==> src/rtl/err_accum_seq.sv <==
// err_accum_seq
//   Snapshots NUM_CH IR readings when IR_vld strobes, then walks the channels
//   one per clock building a signed, saturating steering error. Even channels
//   (right sensors) add, odd channels (left sensors) subtract. With
//   WEIGHT_MODE=0, pair k carries a weight of 2^k; with WEIGHT_MODE=1, every
//   channel has a weight of 1. The finished error is presented on err together
//   with a one-cycle err_vld pulse for the PID controller downstream.
//
// Ports
//   clk      in   clock
//   rst_n    in   asynchronous, active-low reset
//   IR_vld   in   one-cycle strobe, new readings present on ir_data
//   ir_data  in   NUM_CH*DW packed readings, channel i at [i*DW +: DW]
//   sel      out  channel currently being accumulated (0 when idle)
//   busy     out  high while a run is in progress
//   err      out  signed error, held between completed runs
//   err_vld  out  one-cycle pulse after err has been updated
module err_accum_seq #(
  parameter int NUM_CH      = 8,
  parameter int DW          = 12,
  parameter int ACC_W       = 16,
  parameter int WEIGHT_MODE = 0
) (
  input  logic                      clk,
  input  logic                      rst_n,
  input  logic                      IR_vld,
  input  logic [NUM_CH*DW-1:0]      ir_data,
  output logic [$clog2(NUM_CH)-1:0] sel,
  output logic                      busy,
  output logic [ACC_W-1:0]          err,
  output logic                      err_vld
);

  localparam int SEL_W = $clog2(NUM_CH);
  // Headroom for the largest shifted term plus a signed accumulator, so the
  // unclamped sum can never wrap before it is compared against the limits.
  localparam int EXT_W = ACC_W + DW + NUM_CH / 2 + 1;

  localparam logic signed [EXT_W-1:0] ACC_MAX =
    {{(EXT_W-ACC_W+1){1'b0}}, {(ACC_W-1){1'b1}}};
  localparam logic signed [EXT_W-1:0] ACC_MIN =
    {{(EXT_W-ACC_W+1){1'b1}}, {(ACC_W-1){1'b0}}};

  typedef enum logic {
    IDLE,
    ACCUM
  } state_t;

  state_t                    state_q, state_d;
  logic [SEL_W-1:0]          cnt_q, cnt_d;
  logic signed [ACC_W-1:0]   acc_q, acc_d;
  logic signed [ACC_W-1:0]   err_q, err_d;
  logic                      err_vld_q, err_vld_d;
  logic [NUM_CH*DW-1:0]      snap_q;

  logic [DW-1:0]             raw;
  logic [SEL_W-1:0]          shamt;
  logic signed [EXT_W-1:0]   term;
  logic signed [EXT_W-1:0]   acc_ext;
  logic signed [EXT_W-1:0]   sum;
  logic signed [ACC_W-1:0]   acc_sat;
  logic                      last_ch;

  // Weighted term for the current channel and the clamped running sum.
  // Clamping happens every step, so a later term of opposite sign can pull
  // the accumulator back off a rail.
  always_comb begin
    raw     = snap_q[32'(cnt_q)*DW +: DW];
    shamt   = (WEIGHT_MODE != 0) ? '0 : (cnt_q >> 1);
    term    = {{(EXT_W-DW){1'b0}}, raw} << shamt;
    acc_ext = EXT_W'(acc_q);
    sum     = cnt_q[0] ? (acc_ext - term) : (acc_ext + term);
    if (sum > ACC_MAX) begin
      acc_sat = ACC_MAX[ACC_W-1:0];
    end else if (sum < ACC_MIN) begin
      acc_sat = ACC_MIN[ACC_W-1:0];
    end else begin
      acc_sat = sum[ACC_W-1:0];
    end
    last_ch = (cnt_q == SEL_W'(NUM_CH-1));
  end

  // Next-state logic. A strobe always wins, so a strobe arriving mid-run or
  // on the final channel edge restarts the run and suppresses that completion.
  always_comb begin
    state_d   = state_q;
    cnt_d     = cnt_q;
    acc_d     = acc_q;
    err_d     = err_q;
    err_vld_d = 1'b0;
    if (IR_vld) begin
      state_d = ACCUM;
      cnt_d   = '0;
      acc_d   = '0;
    end else if (state_q == ACCUM) begin
      acc_d = acc_sat;
      if (last_ch) begin
        err_d     = acc_sat;
        err_vld_d = 1'b1;
        state_d   = IDLE;
        cnt_d     = '0;
      end else begin
        cnt_d = cnt_q + SEL_W'(1);
      end
    end
  end

  always_ff @(posedge clk or negedge rst_n) begin
    if (!rst_n) begin
      state_q   <= IDLE;
      cnt_q     <= '0;
      acc_q     <= '0;
      err_q     <= '0;
      err_vld_q <= 1'b0;
    end else begin
      state_q   <= state_d;
      cnt_q     <= cnt_d;
      acc_q     <= acc_d;
      err_q     <= err_d;
      err_vld_q <= err_vld_d;
    end
  end

  always_ff @(posedge clk or negedge rst_n) begin
    if (!rst_n) begin
      snap_q <= '0;
    end else if (IR_vld) begin
      snap_q <= ir_data;
    end
  end

  assign busy    = (state_q == ACCUM);
  assign sel     = busy ? cnt_q : '0;
  assign err     = err_q;
  assign err_vld = err_vld_q;

endmodule

==> config.mk <==
export PLATFORM = sky130hd
export DESIGN_NAME = err_accum_seq
export DESIGN_NICKNAME = d
export VERILOG_FILES = /design/src/rtl/err_accum_seq.sv
export SDC_FILE = /design/constraint.sdc
export NUM_CORES = 1
export LEC_CHECK = 0
export BUFFER_PORTS_ARGS = -buffer_cell sky130_fd_sc_hd__buf_2
export CAP_MARGIN = 15
export CORE_MARGIN = 1.5
export CORE_UTILIZATION = 42
export DETAILED_ROUTE_END_ITERATION = 7
export PLACE_DENSITY_LB_ADDON = 0.05
export SLEW_MARGIN = 20
export SYNTH_ARGS = -nofsm -noshare
export SYNTH_HDL_FRONTEND = slang
export SYNTH_SLANG_ARGS = --single-unit
==> constraint.sdc <==
create_clock -name clk -period 6.8 [get_ports clk]
set_input_delay 1.36 -clock clk [delete_from_list [all_inputs] [get_ports clk]]
set_output_delay 1.36 -clock clk [all_outputs]
set_load 0.1 [all_outputs]
# [After elaboration in Yosys (flattened, before gate mapping)]
# Cells that the tools add are included.
[totals] reg_bits=133 latch_bits=0 mem_bits_rw=0 romBits=0 in_bits=99 out_inout_bits=21 elab_cells=33 memories=0
[classes] n_addsub=3 n_mul=1 div_mod_pow=0 magnitude_cmp=2 n_eq_ne=1 shifts=2 mux=15 n_bitwise=1 reduce_logical=2
[op_table] operator="96-bit by 8-bit variable part select with 12-bit output" n=1
[op_table] operator="16-bit two-way mux" n=4
[op_table] operator="16-bit by 33-bit adder with 33-bit output" n=1
[op_table] operator="33-bit by 16-bit greater-than comparator with 1-bit output, second input constant" n=1
[op_table] operator="33-bit by 16-bit < comparator with 1-bit output, second input constant" n=1
[op_table] operator="33-bit two-way mux" n=1
[op_table] operator="12-bit by 2-bit << shifter with 33-bit output" n=1
[op_table] operator="16-bit by 33-bit subtractor with 33-bit output" n=1
[op_table] operator="3-bit two-way mux" n=4
[op_table] operator="1-bit two-way mux" n=6
[op_table] operator="3-bit by 2-bit multiplier with 5-bit output, second input constant" n=1
[op_table] operator="3-bit by 1-bit adder with 3-bit output, second input constant" n=1
[op_table] operator="3-bit == test, second input constant" n=1
[op_table] operator="3-bit AND reduction" n=1
[op_table] operator="2-bit nonzero test" n=1
[op_table] operator="1-bit NOT" n=1

# [Longest topological paths before layout]
# Gate-level depths: netlist (run 1).
[logic_depth] word_depth=10 depth_mapped=31 ltp_nobuf=24

# [Worst setup path before layout (run 1)]
# OpenSTA, ideal clock, no wires.
[synth_timing] path_type="register -> register" start="register cnt_q[0]" end="register err_q[11], in the netlist err[11]" setup_time_ns=0.147 arrival_ns=5.577 setup_slack_ns=1.077 path_stages_with_launch=31 n_path_buf=7 path_cell_list="dfrtp_1 -> buf_4 -> buf_6 -> buf_4 -> buf_2 -> mux2_2 -> o21ai_0 -> ha_1 -> nand3_1 -> nor2_1 -> and3_1 -> and3_1 -> and2_1 -> clkbuf_1 -> nor2b_1 -> ha_1 -> inv_1 -> mux2_2 -> ha_1 -> buf_2 -> nand4_1 -> nor4_1 -> o2111ai_1 -> nand3_1 -> xnor2_1 -> and3_1 -> o2111ai_1 -> o41a_2 -> buf_6 -> nand2_4 -> o311ai_1"
[synth_via] elab_chain_len=8 word_cells_on_any_way=12 classes_between="2 x add/sub; 1 x mul; 2 x order compare; 1 x eq/ne; 2 x shift; 3 x mux; 1 x reduce/logical"
[synth_rtl] item="start, declared" line_no="50" text="logic [SEL_W-1:0] cnt_q, cnt_d;"
[synth_rtl] item="start signal, assigned" line_no="117" text="cnt_q <= cnt_d;"
[synth_rtl] item="3-bit by 2-bit multiplier with 5-bit output" line_no="68" text="raw = snap_q[32'(cnt_q)*DW +: DW];"
[synth_rtl] item="96-bit by 8-bit variable part select with 12-bit output" line_no="68"
[synth_rtl] item="12-bit by 2-bit << shifter with 33-bit output" line_no="70" text="term = {{(EXT_W-DW){1'b0}}, raw} << shamt;"
[synth_rtl] item="16-bit by 33-bit adder with 33-bit output or 16-bit by 33-bit subtractor with 33-bit output (tied branches)" line_no="72" text="sum = cnt_q[0] ? (acc_ext - term) : (acc_ext + term);"
[synth_rtl] item="33-bit two-way mux" line_no="72"
[synth_rtl] item="33-bit by 16-bit < comparator with 1-bit output" line_no="75" text="end else if (sum < ACC_MIN) begin"
[synth_rtl] item="16-bit two-way mux" line_no="75"
[synth_rtl] item="16-bit two-way mux" line_no="73" text="if (sum > ACC_MAX) begin"
[synth_rtl] item="end signal, assigned" line_no="119" text="err_q <= err_d;"
[synth_rtl] item="end, declared" line_no="52" text="logic signed [ACC_W-1:0] err_q, err_d;"
# Parallel ways exist; a longest one is shown, timed or not.
# A chain may end at the register's enable or synchronous reset.

# [Worst setup path in the final report (run 1)]
[layout_timing] start="register cnt_q[0]" end="register acc_q[6]"
[layout_via] elab_chain_len=10 word_cells_on_any_way=12 classes_between="2 x add/sub; 1 x mul; 2 x order compare; 2 x shift; 5 x mux"
[layout_rtl] item="3-bit by 2-bit multiplier with 5-bit output" line_no="68"
[layout_rtl] item="96-bit by 8-bit variable part select with 12-bit output" line_no="68"
[layout_rtl] item="12-bit by 2-bit << shifter with 33-bit output" line_no="70"
[layout_rtl] item="16-bit by 33-bit adder with 33-bit output or 16-bit by 33-bit subtractor with 33-bit output (tied branches)" line_no="72"
[layout_rtl] item="33-bit two-way mux (*)" line_no="72"
[layout_rtl] item="33-bit by 16-bit < comparator with 1-bit output" line_no="75"
[layout_rtl] item="16-bit two-way mux" line_no="75"
[layout_rtl] item="16-bit two-way mux (*)" line_no="73"
[layout_rtl] item="16-bit two-way mux (*)" line_no="95" text="end else if (state_q == ACCUM) begin"
[layout_rtl] item="16-bit two-way mux (*)" line_no="91" text="if (IR_vld) begin"
[layout_rtl] item="end signal, assigned" line_no="112" text="acc_q <= '0;"
[layout_rtl] item="end signal, assigned" line_no="118" text="acc_q <= acc_d;"
[layout_rtl] item="end, declared" line_no="51" text="logic signed [ACC_W-1:0] acc_q, acc_d;"
# Mark *: on every way between the ends. The rest lies on a longest branch, timed or not. The select of a mux whose other input is x is not followed.

==> metrics.sh, run 1 <==
WORST_PIN_SLEW_NS=0.917
IRDROPWORSTVDD_uV=176
DRT_PASS1_ITERATIONS=6
GRT_PASS1_WL_MM=36.9
POST_CTS_HOLD_BUFFER_COUNT=0
SYNTH.YOSYS.WARNINGS=0
SYNTH_SEQUENTIAL_AREA_RATIO_PCT=38.8
TIMING.FINAL.WS_SETUP_NS=0.605
TIMING.SETUP.TNS_NS=0
REGISTER_BIT_COUNT_REPORTED_BY_YOSYS=133
DRIVE_ABOVE_1_SHARE_PCT=35.5
FINALCOREUTILIZATION_PCT=49.1
SYNTH_ADDER_AREA_SHARE_PCT=5.04
ROWS=52
SYNTHSIMPLEGATEAREAFRAC_PCT=12.0
GRT_OVERFLOW_TOTAL=0
FINAL_NET_COUNT=1036
LARGEST_NET_DEGREE_AT_THE_START_OF_GLOBAL_ROUTING=73
FMAX_MHz=161
FINALCLOCKSKEW_NS=0.0168
DR_VIAS_CELL=5.73
CAP_VIOL_MAX_COUNT=0
HOLD_CLASS='register to register'
POWER.LEAKAGE_nW=4.34
TIMING.FINAL.SETUP_VIOLATIONS=0
WORSTPATHMAXFANOUT=25
GPL.FINAL_WEIGHTED_CONGESTION=0.975
MAIN_COMBINATIONAL_CELL_FAMILY_BY_AREA_AFTER_SYNTHESIS='multiplexers'
GLOBAL_ROUTE.USAGE.TOTAL_PCT=21.8
WORSTPATHARRIVAL_NS=6.44
REPORT.FINAL.SLEW_VIOL_COUNT=0
ROUTED_WIRE_LENGTH_PER_INSTANCE_UM=18.9
PLACEABLECOREAREA_UM2=20200
OUTCOME='finished, final reports clean'
CLOCK_PATH_BUFFERS=2
POST-CTS-SETUP-BUFFERS=0
RELATIVE_SLEW_SLACK_PCT=38.7
CTS_TREE='done'
UNREPAIRED_SETUP_ENDPOINTS_AFTER_GLOBAL_ROUTING='no'
TRITONCTS.NUM_BUFFERS=17
POSTROUTEWIRELENGTH_MM=22.5
YOSYS.AREA_SHARE.XOR_XNOR_PCT=3.78
TOTAL_DIE_AREA_UM2=21300
AREA_DELTA_SYNTH_FINAL_PCT=15.5
H-TREE-DEPTH=4
POST_SYNTH_NUM_CELL_TYPES=70
FIRST_GLOBAL_VIAS=7064
STDCELL_COUNT=1190
CLK_TRANSITION_REPORTED_PATHS_NS=0.06
DETAILED_ROUTE_ITER0_VIOLATIONS=460
DRTANTENNAVIOLNETS=0
DRT_DRC_VIOLATIONS_LEFT=0
DOMINANTREGCELLSYNTH='sky130_fd_sc_hd__dfrtp_1'
FINALWORSTPATHREQUIREDPERIOD_NS=6.19
NUMBER_OF_ANTENNA_VIOLATIONS_AT_THE_FIRST_CHECK_IN_GLOBAL_ROUTING=4
IO_BUFFERS=119
MULTI_INPUT_COMBINATIONAL_CELL_AREA_UM2=4880
HOLD_SLACK_NS=0.471
FIN_AREA_UM2=9910
WORSTSKEWPAIRLATENCY_NS=0.42
DIEHEIGHT_UM=146
PRE_CTS_WS_NS=0.433
FILLER_CELL_COUNT=1921
SYN_AREA_PER_CELL_UM2=10.6
DR_TOTAL_VIAS=6814
CRITICAL_PATH_CLASS='register to register'
SYNTH_COMPOUND_AREA_SHARE_PCT=15.5
IOS=120
CRITPATHCAPTURETYPE='register'
FP.DIEW_UM=146
SYN-INSTANCE-COUNT=806
WORSTSETUPSTARTPOINTTYPE='register'
CTS_ROOT_BUFFER='sky130_fd_sc_hd__clkbuf_16'
TIMING_HOLD_VIOLATIONS_FINAL=0
SEQ_AREA_UM2=3330
SYNTH.CELL_AREA_UM2=8580
PLACED_CELLS=1154
WORST-ENDPOINT-REQUIRED_NS=7.05
CTS_NUM_SINKS=133
SYNTHMUXAREASHARE_PCT=20.6
EDFF_COUNT_SYNTH=0
POWER_DENSITY_nW_PER_UM2=359
POST-LAYOUT-TOTAL-POWER_mW=3.56
SYNTHARSTFLOPSHARE_PCT=100
DPL.HPWL_MM=17.0
POSTPLACECELLAREA_UM2=9340
PERIOD_UTILIZATION_PCT=91.1
INITIAL_CORE_UTIL_PCT=42.5
POST_SYN_NETS=939
synth_stat cells, types with 3 or more instances:
library cell	number	area share, %
sky130_fd_sc_hd__o31ai_2	6	0.87
sky130_fd_sc_hd__o311ai_1	17	1.7
sky130_fd_sc_hd__and2_1	6	0.44
sky130_fd_sc_hd__nor3_1	8	0.47
sky130_fd_sc_hd__buf_6	7	0.92
sky130_fd_sc_hd__xor2_1	22	2.2
sky130_fd_sc_hd__a21oi_1	48	2.8
sky130_fd_sc_hd__nand3_1	13	0.76
sky130_fd_sc_hd__o21a_1	11	0.96
sky130_fd_sc_hd__nor2b_2	6	0.61
sky130_fd_sc_hd__nand4_1	9	0.66
sky130_fd_sc_hd__xnor2_1	15	1.5
sky130_fd_sc_hd__o31ai_1	5	0.44
sky130_fd_sc_hd__ha_1	33	4.8
sky130_fd_sc_hd__buf_2	16	0.93
sky130_fd_sc_hd__o21bai_1	4	0.35
sky130_fd_sc_hd__nand2b_1	8	0.58
sky130_fd_sc_hd__nand2_1	82	3.6
sky130_fd_sc_hd__o2111ai_1	3	0.31
sky130_fd_sc_hd__a21o_1	10	0.87
sky130_fd_sc_hd__o21ai_1	15	0.87
sky130_fd_sc_hd__nor2b_1	8	0.58
sky130_fd_sc_hd__mux2i_1	13	1.5
sky130_fd_sc_hd__nor2_1	35	1.5
sky130_fd_sc_hd__mux2_2	102	13
sky130_fd_sc_hd__o311ai_2	4	0.76
sky130_fd_sc_hd__a21oi_2	5	0.51
sky130_fd_sc_hd__and3_1	9	0.66
sky130_fd_sc_hd__inv_1	19	0.83
sky130_fd_sc_hd__dfrtp_1	133	39
sky130_fd_sc_hd__mux4_2	21	5.5
sky130_fd_sc_hd__nor4_1	5	0.36
sky130_fd_sc_hd__a31oi_1	8	0.58
sky130_fd_sc_hd__buf_4	4	0.35
sky130_fd_sc_hd__o211ai_1	6	0.52
sky130_fd_sc_hd__o21ai_0	19	1.1
sky130_fd_sc_hd__a211oi_1	5	0.44
sky130_fd_sc_hd__clkbuf_1	26	1.1
layout make-up:
cell class / instances / area share [%]
repair buffers: 133 / 7.16
diodes: 4 / 0.101
multi-input cells: 597 / 49.3
well taps: 270 / 3.41
flip-flops and latches: 133 / 33.6
clock inverters: 13 / 1.29
clock buffers: 19 / 4.37
inverters: 21 / 0.795
worst paths after layout:
check	start	slack (ns)	cells past startpoint	endpoint
worst max-delay path	cnt_q[0]	0.61	20	acc_q[6]
worst min-delay path	err[14]	0.47	2	err[14]
worst max register to register	cnt_q[0]	0.61	20	acc_q[6]
worst min register to register	err[14]	0.47	2	err[14]
max in group asynchronous	rst_n	4.51	2	cnt_q[0]
min in group asynchronous	rst_n	0.96	1	err[14]
cell families (layout without fill, tap and decap cells):
logic type | Yosys count | after routing
compound gates | 186 | 186
xor+xnor | 37 | 37
fa+ha+maj | 34 | 34
buf+inv | 76 | 186
flops | 133 | 133
mux | 137 | 137
other cells | 0 | 4
simple gates | 203 | 203
metal layers:
| metal | global-route usage, % | share of wire (%) |
|---|---|---|
| met4 | 8.27 | 2.6 |
| met5 | 0 | 0.058 |
| met3 | 5.17 | 5.9 |
| met1 | 27.5 | 43 |
| met2 | 36.5 | 49 |
critical path, cell delays in order (launching register included):
cell                        delay (ns)
sky130_fd_sc_hd__dfrtp_4          0.71
sky130_fd_sc_hd__buf_4            0.28
sky130_fd_sc_hd__mux4_2           0.55
sky130_fd_sc_hd__mux2i_1          0.35
sky130_fd_sc_hd__and3_1           0.26
sky130_fd_sc_hd__and2_1           0.33
sky130_fd_sc_hd__nor2b_1          0.18
sky130_fd_sc_hd__ha_1             0.12
sky130_fd_sc_hd__inv_1            0.03
sky130_fd_sc_hd__mux2_2           0.26
sky130_fd_sc_hd__ha_1             0.47
sky130_fd_sc_hd__o21ai_1          0.13
sky130_fd_sc_hd__a21oi_2          0.18
sky130_fd_sc_hd__nor2_1           0.09
sky130_fd_sc_hd__o31ai_4          0.35
sky130_fd_sc_hd__mux2_4           0.33
sky130_fd_sc_hd__o311ai_1         0.09
sky130_fd_sc_hd__o2111ai_1        0.18
sky130_fd_sc_hd__o41a_2           0.69
sky130_fd_sc_hd__nand2_4          0.26
sky130_fd_sc_hd__o311ai_1         0.15
flip-flops by register name, summed over array words and instances (netlist names):
| name | cells |
|---|---|
| cnt_q | 3 |
| err_vld | 1 |
| snap_q | 96 |
| busy | 1 |
| acc_q | 16 |
| err | 16 |
what timing repair did:
item / CTS / global route
endpoints found under the setup margin: 0 / 15
endpoints found under the hold margin: 0 / 0
resized for setup: 0 / 1
power breakdown:
group | switching [mW] | total [mW] | internal, mW
combinational | 1.07 | 1.67 | 0.599
sequential | 0.0984 | 1.02 | 0.918
clock | 0.359 | 0.867 | 0.508
cell usage in the layout (no fill, tap or decap), types with 17 or more instances in the layout:
cell	instances
sky130_fd_sc_hd__xor2_1	22
sky130_fd_sc_hd__mux4_2	21
sky130_fd_sc_hd__a21oi_1	48
sky130_fd_sc_hd__mux2_2	102
sky130_fd_sc_hd__o21ai_0	19
sky130_fd_sc_hd__ha_1	33
sky130_fd_sc_hd__buf_2	117
sky130_fd_sc_hd__dfrtp_1	132
sky130_fd_sc_hd__nor2_1	35
sky130_fd_sc_hd__clkbuf_16	17
sky130_fd_sc_hd__nand2_1	81
sky130_fd_sc_hd__o311ai_1	17
sky130_fd_sc_hd__inv_1	19
Note: power is estimated with default switching activity, not from simulation.
==> run 2, diff against run 1 <==
--- a/config.mk
+++ b/config.mk
@@ -5,6 +5,7 @@
 export SDC_FILE = /design/constraint.sdc
 export NUM_CORES = 1
 export LEC_CHECK = 0
+export ABC_AREA = 1
 export BUFFER_PORTS_ARGS = -buffer_cell sky130_fd_sc_hd__buf_2
 export CAP_MARGIN = 15
 export CORE_MARGIN = 1.5
==> metrics.sh, run 2 <==
BIGGEST_AREA_CONTRIBUTORS_IN_THE_SYNTHESIZED_NETLIST='sky130_fd_sc_hd__dfrtp_1 (35%), sky130_fd_sc_hd__nand2_1 (25%), sky130_fd_sc_hd__inv_1 (7.5%)'
IO_BUFFERS=119
SYNTH_SEQUENTIAL_AREA_RATIO_PCT=35.1
H-TREE-DEPTH=4
POST_SYN_NETS=1599
WORSTSETUPSTARTPOINT='cnt_q[0]'
GPL.FINAL_WEIGHTED_CONGESTION=0.892
DRTANTENNAVIOLNETS=0
REGMOSTFLOPS='snap_q'
TIMING_HOLD_VIOLATIONS_FINAL=0
POST_CTS_HOLD_BUFFER_COUNT=0
FIRST_GLOBAL_VIAS=8637
NETLIST.AREA_LEADER.SHARE_PCT=35.1
WORST-ENDPOINT-REQUIRED_NS=7.11
CLOCK_PATH_BUFFERS=2
GRT_OVERFLOW_TOTAL=0
FINALCLOCKSKEW_NS=0.0161
SEQ_AREA_UM2=3330
SYNTH_TOP_CELLS_BY_COUNT='sky130_fd_sc_hd__nand2_1 (625), sky130_fd_sc_hd__inv_1 (190), sky130_fd_sc_hd__dfrtp_1 (133), sky130_fd_sc_hd__o21ai_0 (89), sky130_fd_sc_hd__a21oi_1 (66)'
CTS_NUM_SINKS=133
HOLD_CLASS='register to register'
POST_SYNTH_NUM_CELL_TYPES=42
WORSTPATHARRIVAL_NS=5.97
WORSTSETUPSTARTPOINTTYPE='register'
CP_COMMON_CELL='sky130_fd_sc_hd__nand2_1'
ROUTED_WIRE_LENGTH_PER_INSTANCE_UM=15.2
POST-SYNTH-TOP-COUNT-CELL='sky130_fd_sc_hd__nand2_1'
GLOBAL_ROUTE.USAGE.TOTAL_PCT=24.9
MOST-COMMON-LAYOUT-CELLS='sky130_fd_sc_hd__nand2_1 (625), sky130_fd_sc_hd__inv_1 (190), sky130_fd_sc_hd__dfrtp_1 (132)'
MAX_STAGE_DELAY_NS=0.41
FINALWORSTPATHREQUIREDPERIOD_NS=5.66
SYN-INSTANCE-COUNT=1466
WORST_PIN_SLEW_NS=0.937
CAP_VIOL_MAX_COUNT=0
POWER_DENSITY_nW_PER_UM2=401
RELATIVE_SLEW_SLACK_PCT=37.5
POSTROUTEWIRELENGTH_MM=28.1
REGISTER_BIT_COUNT_REPORTED_BY_YOSYS=133
DPL.HPWL_MM=20.8
INITIAL_CORE_UTIL_PCT=43.1
SYNTHARSTFLOPSHARE_PCT=100
PERIOD_UTILIZATION_PCT=83.2
POST-CTS-SETUP-BUFFERS=0
DIEHEIGHT_UM=153
TRITONCTS.NUM_BUFFERS=17
FMAX_MHz=177
TOTAL_DIE_AREA_UM2=23500
MOSTFREQUENTLAYOUTCELL='sky130_fd_sc_hd__nand2_1'
FP.DIEW_UM=153
AREA_DELTA_SYNTH_FINAL_PCT=14.3
MULTI_INPUT_COMBINATIONAL_CELL_AREA_UM2=5100
NUMBER_OF_FLIP_FLOPS_IN_THE_LARGEST_REGISTER=96
IOS=120
DR_TOTAL_VIAS=9061
TIMING.SETUP.TNS_NS=0
TIMING.FINAL.SETUP_VIOLATIONS=0
SYNTH_LARGEST_AREA_CELL='sky130_fd_sc_hd__dfrtp_1'
N_ANTENNA_CELL=0
TIMING.HOLD.WORST.START='snap_q[93]'
CTS_ROOT_BUFFER='sky130_fd_sc_hd__clkbuf_16'
CTS_TREE='done'
GRT_PASS1_WL_MM=46.0
TIMING.RR.START='cnt_q[0]'
WORSTSKEWPAIRLATENCY_NS=0.43
OUTCOME='finished, final reports clean'
CRITPATHSLOWESTCELL='sky130_fd_sc_hd__inv_2'
LARGEST_NET_DEGREE_AT_THE_START_OF_GLOBAL_ROUTING=80
UNREPAIRED_SETUP_ENDPOINTS_AFTER_GLOBAL_ROUTING='no'
FINALCOREUTILIZATION_PCT=49.2
DR_VIAS_CELL=4.89
CLK_TRANSITION_REPORTED_PATHS_NS=0.07
PLACEABLECOREAREA_UM2=22000
REPORT.FINAL.SLEW_VIOL_COUNT=0
EDFF_COUNT_SYNTH=0
IRDROPWORSTVDD_uV=226
POST_CTS.RESIZED_INSTANCES=0
SYNTH.CELL_AREA_UM2=9490
SYNTH.YOSYS.WARNINGS=0
DETAILED_ROUTE_ITER0_VIOLATIONS=639
CRITPATHCAPTURETYPE='register'
DRIVE_ABOVE_1_SHARE_PCT=14.4
FINAL_NET_COUNT=1694
FILLER_CELL_COUNT=2305
NUMBER_OF_ANTENNA_VIOLATIONS_AT_THE_FIRST_CHECK_IN_GLOBAL_ROUTING=0
DRT_DRC_VIOLATIONS_LEFT=0
DOMINANTREGCELLSYNTH='sky130_fd_sc_hd__dfrtp_1'
ROWS=54
POWER.LEAKAGE_nW=6.17
CRITICAL_PATH_CLASS='register to register'
DRT_PASS1_ITERATIONS=5
SYN_AREA_PER_CELL_UM2=6.47
WORSTPATHMAXFANOUT=37
[run 2: layer usage]
| layer | GRT usage (%) | wire (um) | up-vias |
|---|---|---|---|
| li1 | - | - | 4728 |
| met1 | 39.1 | 15100 | 4056 |
| met2 | 35.7 | 11400 | 254 |
| met3 | 3.52 | 1310 | 23 |
| met4 | 5.60 | 371 | 0 |
| met5 | 0 | 0 | - |
[run 2: final cells by class]
cell class	instances	area share, %
clock buffer	17	3.92
clock inverter	15	1.88
inverter	200	6.92
multi-input combinational	1080	47.1
sequential	133	30.7
tap	280	3.23
timing repair buffer	129	6.27
[run 2: worst paths after layout]
| path | end | slack (ns) | depth (start not counted) |
|---|---|---|---|
| max | err[4] | 1.14 | 36 |
| min | snap_q[93] | 0.47 | 2 |
| max reg2reg | err[4] | 1.14 | 36 |
| min reg2reg | snap_q[93] | 0.47 | 2 |
| max in group asynchronous | cnt_q[0] | 4.52 | 2 |
| min in group asynchronous | snap_q[66] | 0.91 | 1 |
[run 2: kinds of logic after synthesis]
| kind of cell | count (synthesis) | synth area share (%) |
|---|---|---|
| and+or+nand+nor | 818 | 35.4 |
| buffers and inverters | 253 | 11.1 |
| AOI/OAI and AO/OA | 206 | 11.7 |
| DFF | 133 | 35.1 |
| adders and majority gates | 34 | 4.56 |
| xor gates and xnor gates | 22 | 2.11 |
[run 2: report_power, final]
part,internal [mW],switching (mW)
Clock,0.567,0.429
Combinational,0.698,1.65
Sequential,0.914,0.0920
[run 2: worst max-delay path: cells and delay by family, from the launching register on]
family,cells,cell delay [ns]
DFF,1,0.40
buffers and inverters,4,0.94
and+or+nand+nor,24,2.80
AOI/OAI and AO/OA,5,0.68
adders and majority gates,3,0.72
[run 2: through the flow]
| step | hold WS [ns] | setup WS (ns) | cell area [um2] | instances | total power, mW |
|---|---|---|---|---|---|
| floorplan | 0.437 | 2.65 | 9490 | 1466 | 2.79 |
| detailed placement | 0.453 | 1.25 | 10200 | 1822 | 3.33 |
| CTS | 0.469 | 1.21 | 10800 | 1854 | 4.35 |
| global placement | 0.449 | 1.37 | 10200 | 1822 | 3.33 |
| global route | 0.484 | 0.517 | 10800 | 1854 | 4.70 |
| finish | 0.466 | 1.14 | 10800 | 1854 | 4.35 |
==> run 3, diff against run 2 <==
--- a/config.mk
+++ b/config.mk
@@ -5,7 +5,7 @@
 export SDC_FILE = /design/constraint.sdc
 export NUM_CORES = 1
 export LEC_CHECK = 0
-export ABC_AREA = 1
+export ABC_AREA = 0
 export BUFFER_PORTS_ARGS = -buffer_cell sky130_fd_sc_hd__buf_2
 export CAP_MARGIN = 15
 export CORE_MARGIN = 1.5
==> constraint.sdc (replaced) <==
create_clock -name clk -period 4.9 [get_ports clk]
set_input_delay 0.98 -clock clk [delete_from_list [all_inputs] [get_ports clk]]
set_output_delay 0.98 -clock clk [all_outputs]
set_load 0.1 [all_outputs]
==> metrics.sh, run 3 (synthesis gave the netlist of run 1 again) <==
OUTCOME='finished, violations left'
VIOLATED_CHECKS='negative setup slack'
HOLD_CLASS='register to register'
CP_COMMON_CELL='sky130_fd_sc_hd__buf_4'
TIMING_HOLD_VIOLATIONS_FINAL=0
ROWS=52
N_ANTENNA_CELL=0
DRTANTENNAVIOLNETS=0
CRITICAL_PATH.TOP_DELAY_FAMILY='compound AO/OA/AOI/OAI gates'
CRITPATHSLOWESTCELL='sky130_fd_sc_hd__o41a_4'
WORST-ENDPOINT-REQUIRED_NS=5.18
TIMING.FINAL.SETUP_VIOLATIONS=30
DRIVE_ABOVE_1_SHARE_PCT=54.3
IOS=120
CTS_TREE='done'
DR_VIAS_CELL=5.40
WORSTPATHMAXFANOUT=7
GRT_MOST_USED_LAYER='met2'
CTS_ROOT_BUFFER='sky130_fd_sc_hd__clkbuf_16'
REGMOSTFLOPS='snap_q'
FINALCLOCKSKEW_NS=0.0196
PRE_CTS_WS_NS=-0.698
NUMBER_OF_ANTENNA_VIOLATIONS_AT_THE_FIRST_CHECK_IN_GLOBAL_ROUTING=0
POSTROUTEWIRELENGTH_MM=25.0
GRT_PASS1_WL_MM=39.6
LARGEST_NET_DEGREE_AT_THE_START_OF_GLOBAL_ROUTING=75
FINALWORSTPATHREQUIREDPERIOD_NS=5.29
TRITONCTS.NUM_BUFFERS=17
DETAILED_ROUTE_ITER0_VIOLATIONS=346
CTS_NUM_SINKS=133
GR-USAGE-MET1_PCT=30.6
TIMING.FINAL.WS_SETUP_NS=-0.393
AREA_DELTA_SYNTH_FINAL_PCT=41.3
DRT_PASS1_ITERATIONS=5
GLOBAL_ROUTE.USAGE.TOTAL_PCT=23.4
FINAL_NET_COUNT=1227
WORST_PIN_SLEW_NS=1.04
NUMBER_OF_FLIP_FLOPS_IN_THE_LARGEST_REGISTER=96
CLOCK_PATH_BUFFERS=2
MOSTFREQUENTLAYOUTCELL='sky130_fd_sc_hd__buf_4'
IO_BUFFERS=119
FIRST_GLOBAL_VIAS=7713
WORSTSETUPSTARTPOINTTYPE='register'
MOST-COMMON-LAYOUT-CELLS='sky130_fd_sc_hd__buf_4 (187), sky130_fd_sc_hd__dfrtp_1 (132), sky130_fd_sc_hd__buf_2 (117)'
GR-USAGE-MET3_PCT=4.48
FMAX_MHz=189
MAX_STAGE_DELAY_NS=0.58
DRT_DRC_VIOLATIONS_LEFT=0
GRT_OVERFLOW_TOTAL=0
H-TREE-DEPTH=4
TOTAL_DIE_AREA_UM2=21300
CRITICAL_PATH_CLASS='register to register'
RELATIVE_SLEW_SLACK_PCT=30.3
WORSTSETUPSTARTPOINT='cnt_q[0]'
TIMING.HOLD.WORST.START='err[14]'
WORSTSKEWPAIRLATENCY_NS=0.43
POWER.LEAKAGE_nW=5.43
TIMING.RR.START='cnt_q[0]'
DPL.HPWL_MM=18.4
POST-LAYOUT-TOTAL-POWER_mW=6.09
DR_TOTAL_VIAS=7429
DIEHEIGHT_UM=146
POWER_DENSITY_nW_PER_UM2=502
GPL.FINAL_WEIGHTED_CONGESTION=0.847
FP.DIEW_UM=146
HOLD_SLACK_NS=0.472
FINALCOREUTILIZATION_PCT=60.1
MET2_GRT_UTIL_PCT=39.8
PERIOD_UTILIZATION_PCT=108
ROUTED_WIRE_LENGTH_PER_INSTANCE_UM=18.1
REPORT.FINAL.SLEW_VIOL_COUNT=0
CRITPATHCAPTURETYPE='register'
CAP_VIOL_MAX_COUNT=0
CLK_TRANSITION_REPORTED_PATHS_NS=0.07
UNREPAIRED_SETUP_ENDPOINTS_AFTER_GLOBAL_ROUTING='yes'
WORSTPATHARRIVAL_NS=5.58
IRDROPWORSTVDD_uV=260
PLACEABLECOREAREA_UM2=20200
WORST-PATH-BUF-INV=5
INITIAL_CORE_UTIL_PCT=42.5
run 3: changes by cell type in the layout (fill, tap and decap cells not counted), sizes merged, moves of 11 or more:
cell and delta:
mux2i +13, nand2 -572, mux2 +103, inv -184
buf +193, o21ai -91, nor2 -29, a21oi -14
nand3 -50, nor2b +14, o31ai +12, o311ai +21
xnor2 +11, mux4 +21
run 3: per-layer routing:
layer / wire length, um / share of wire, % / vias up
li1: - / - / 3535
met1: 11100 / 44 / 3701
met2: 12500 / 50 / 168
met3: 992 / 4.0 / 25
met4: 414 / 1.7 / 0
met5: 0 / 0 / -
run 3: power by group:
part / internal (mW) / switching (mW)
logic: 1.56 / 1.83
clock network: 0.763 / 0.537
registers: 1.27 / 0.130
run 3: worst register-to-register path, delay by kind of cell (launching register included):
family                   cells  cell delay (ns)
buffers and inverters        5             0.73
adder cells (fa/ha/maj)      1             0.34
AND/OR/NAND/NOR              7             0.71
multiplexers                 1             0.33
flip-flops                   1             0.54
XOR/XNOR                     2             0.46
AO/OA/AOI/OAI                9             2.07
run 3: repair_timing:
| action | CTS | global route |
|---|---|---|
| endpoints found under the setup margin | 30 | 32 |
| hold buffers | 0 | 0 |
| buffers inserted | 17 | 11 |
| gates resized for setup | 57 | 69 |
| cloned | 0 | 3 |
| pin swaps | 27 | 29 |
run 3: final cells by class:
class	instances	area, um2
Sequential cell	133	3330
Fill cell	1706	8040
Inverter	21	80.1
Multi-Input combinational cell	597	5490
Timing Repair Buffer	324	2290
Tap cell	270	338
Clock inverter	14	164
Clock buffer	18	429
run 3: stage by stage:
stage               cell area, um2  setup TNS (ns)  cells
finish                       12100          -10.31   1377
global route                 12100          -16.36   1377
CTS                          11600           -9.49   1364
detailed placement           10600          -18.40   1315
global placement             10600          -17.04   1315
floorplan                     8670           -8.36    806
run 3: final timing paths:
kind | endpoint | slack [ns] | depth (start not counted)
max | err[13] | -0.39 | 25
min | err[14] | 0.47 | 2
max reg2reg | err[13] | -0.39 | 25
min reg2reg | err[14] | 0.47 | 2
max in group asynchronous | snap_q[57] | 3.39 | 2
min in group asynchronous | err[4] | 0.55 | 1
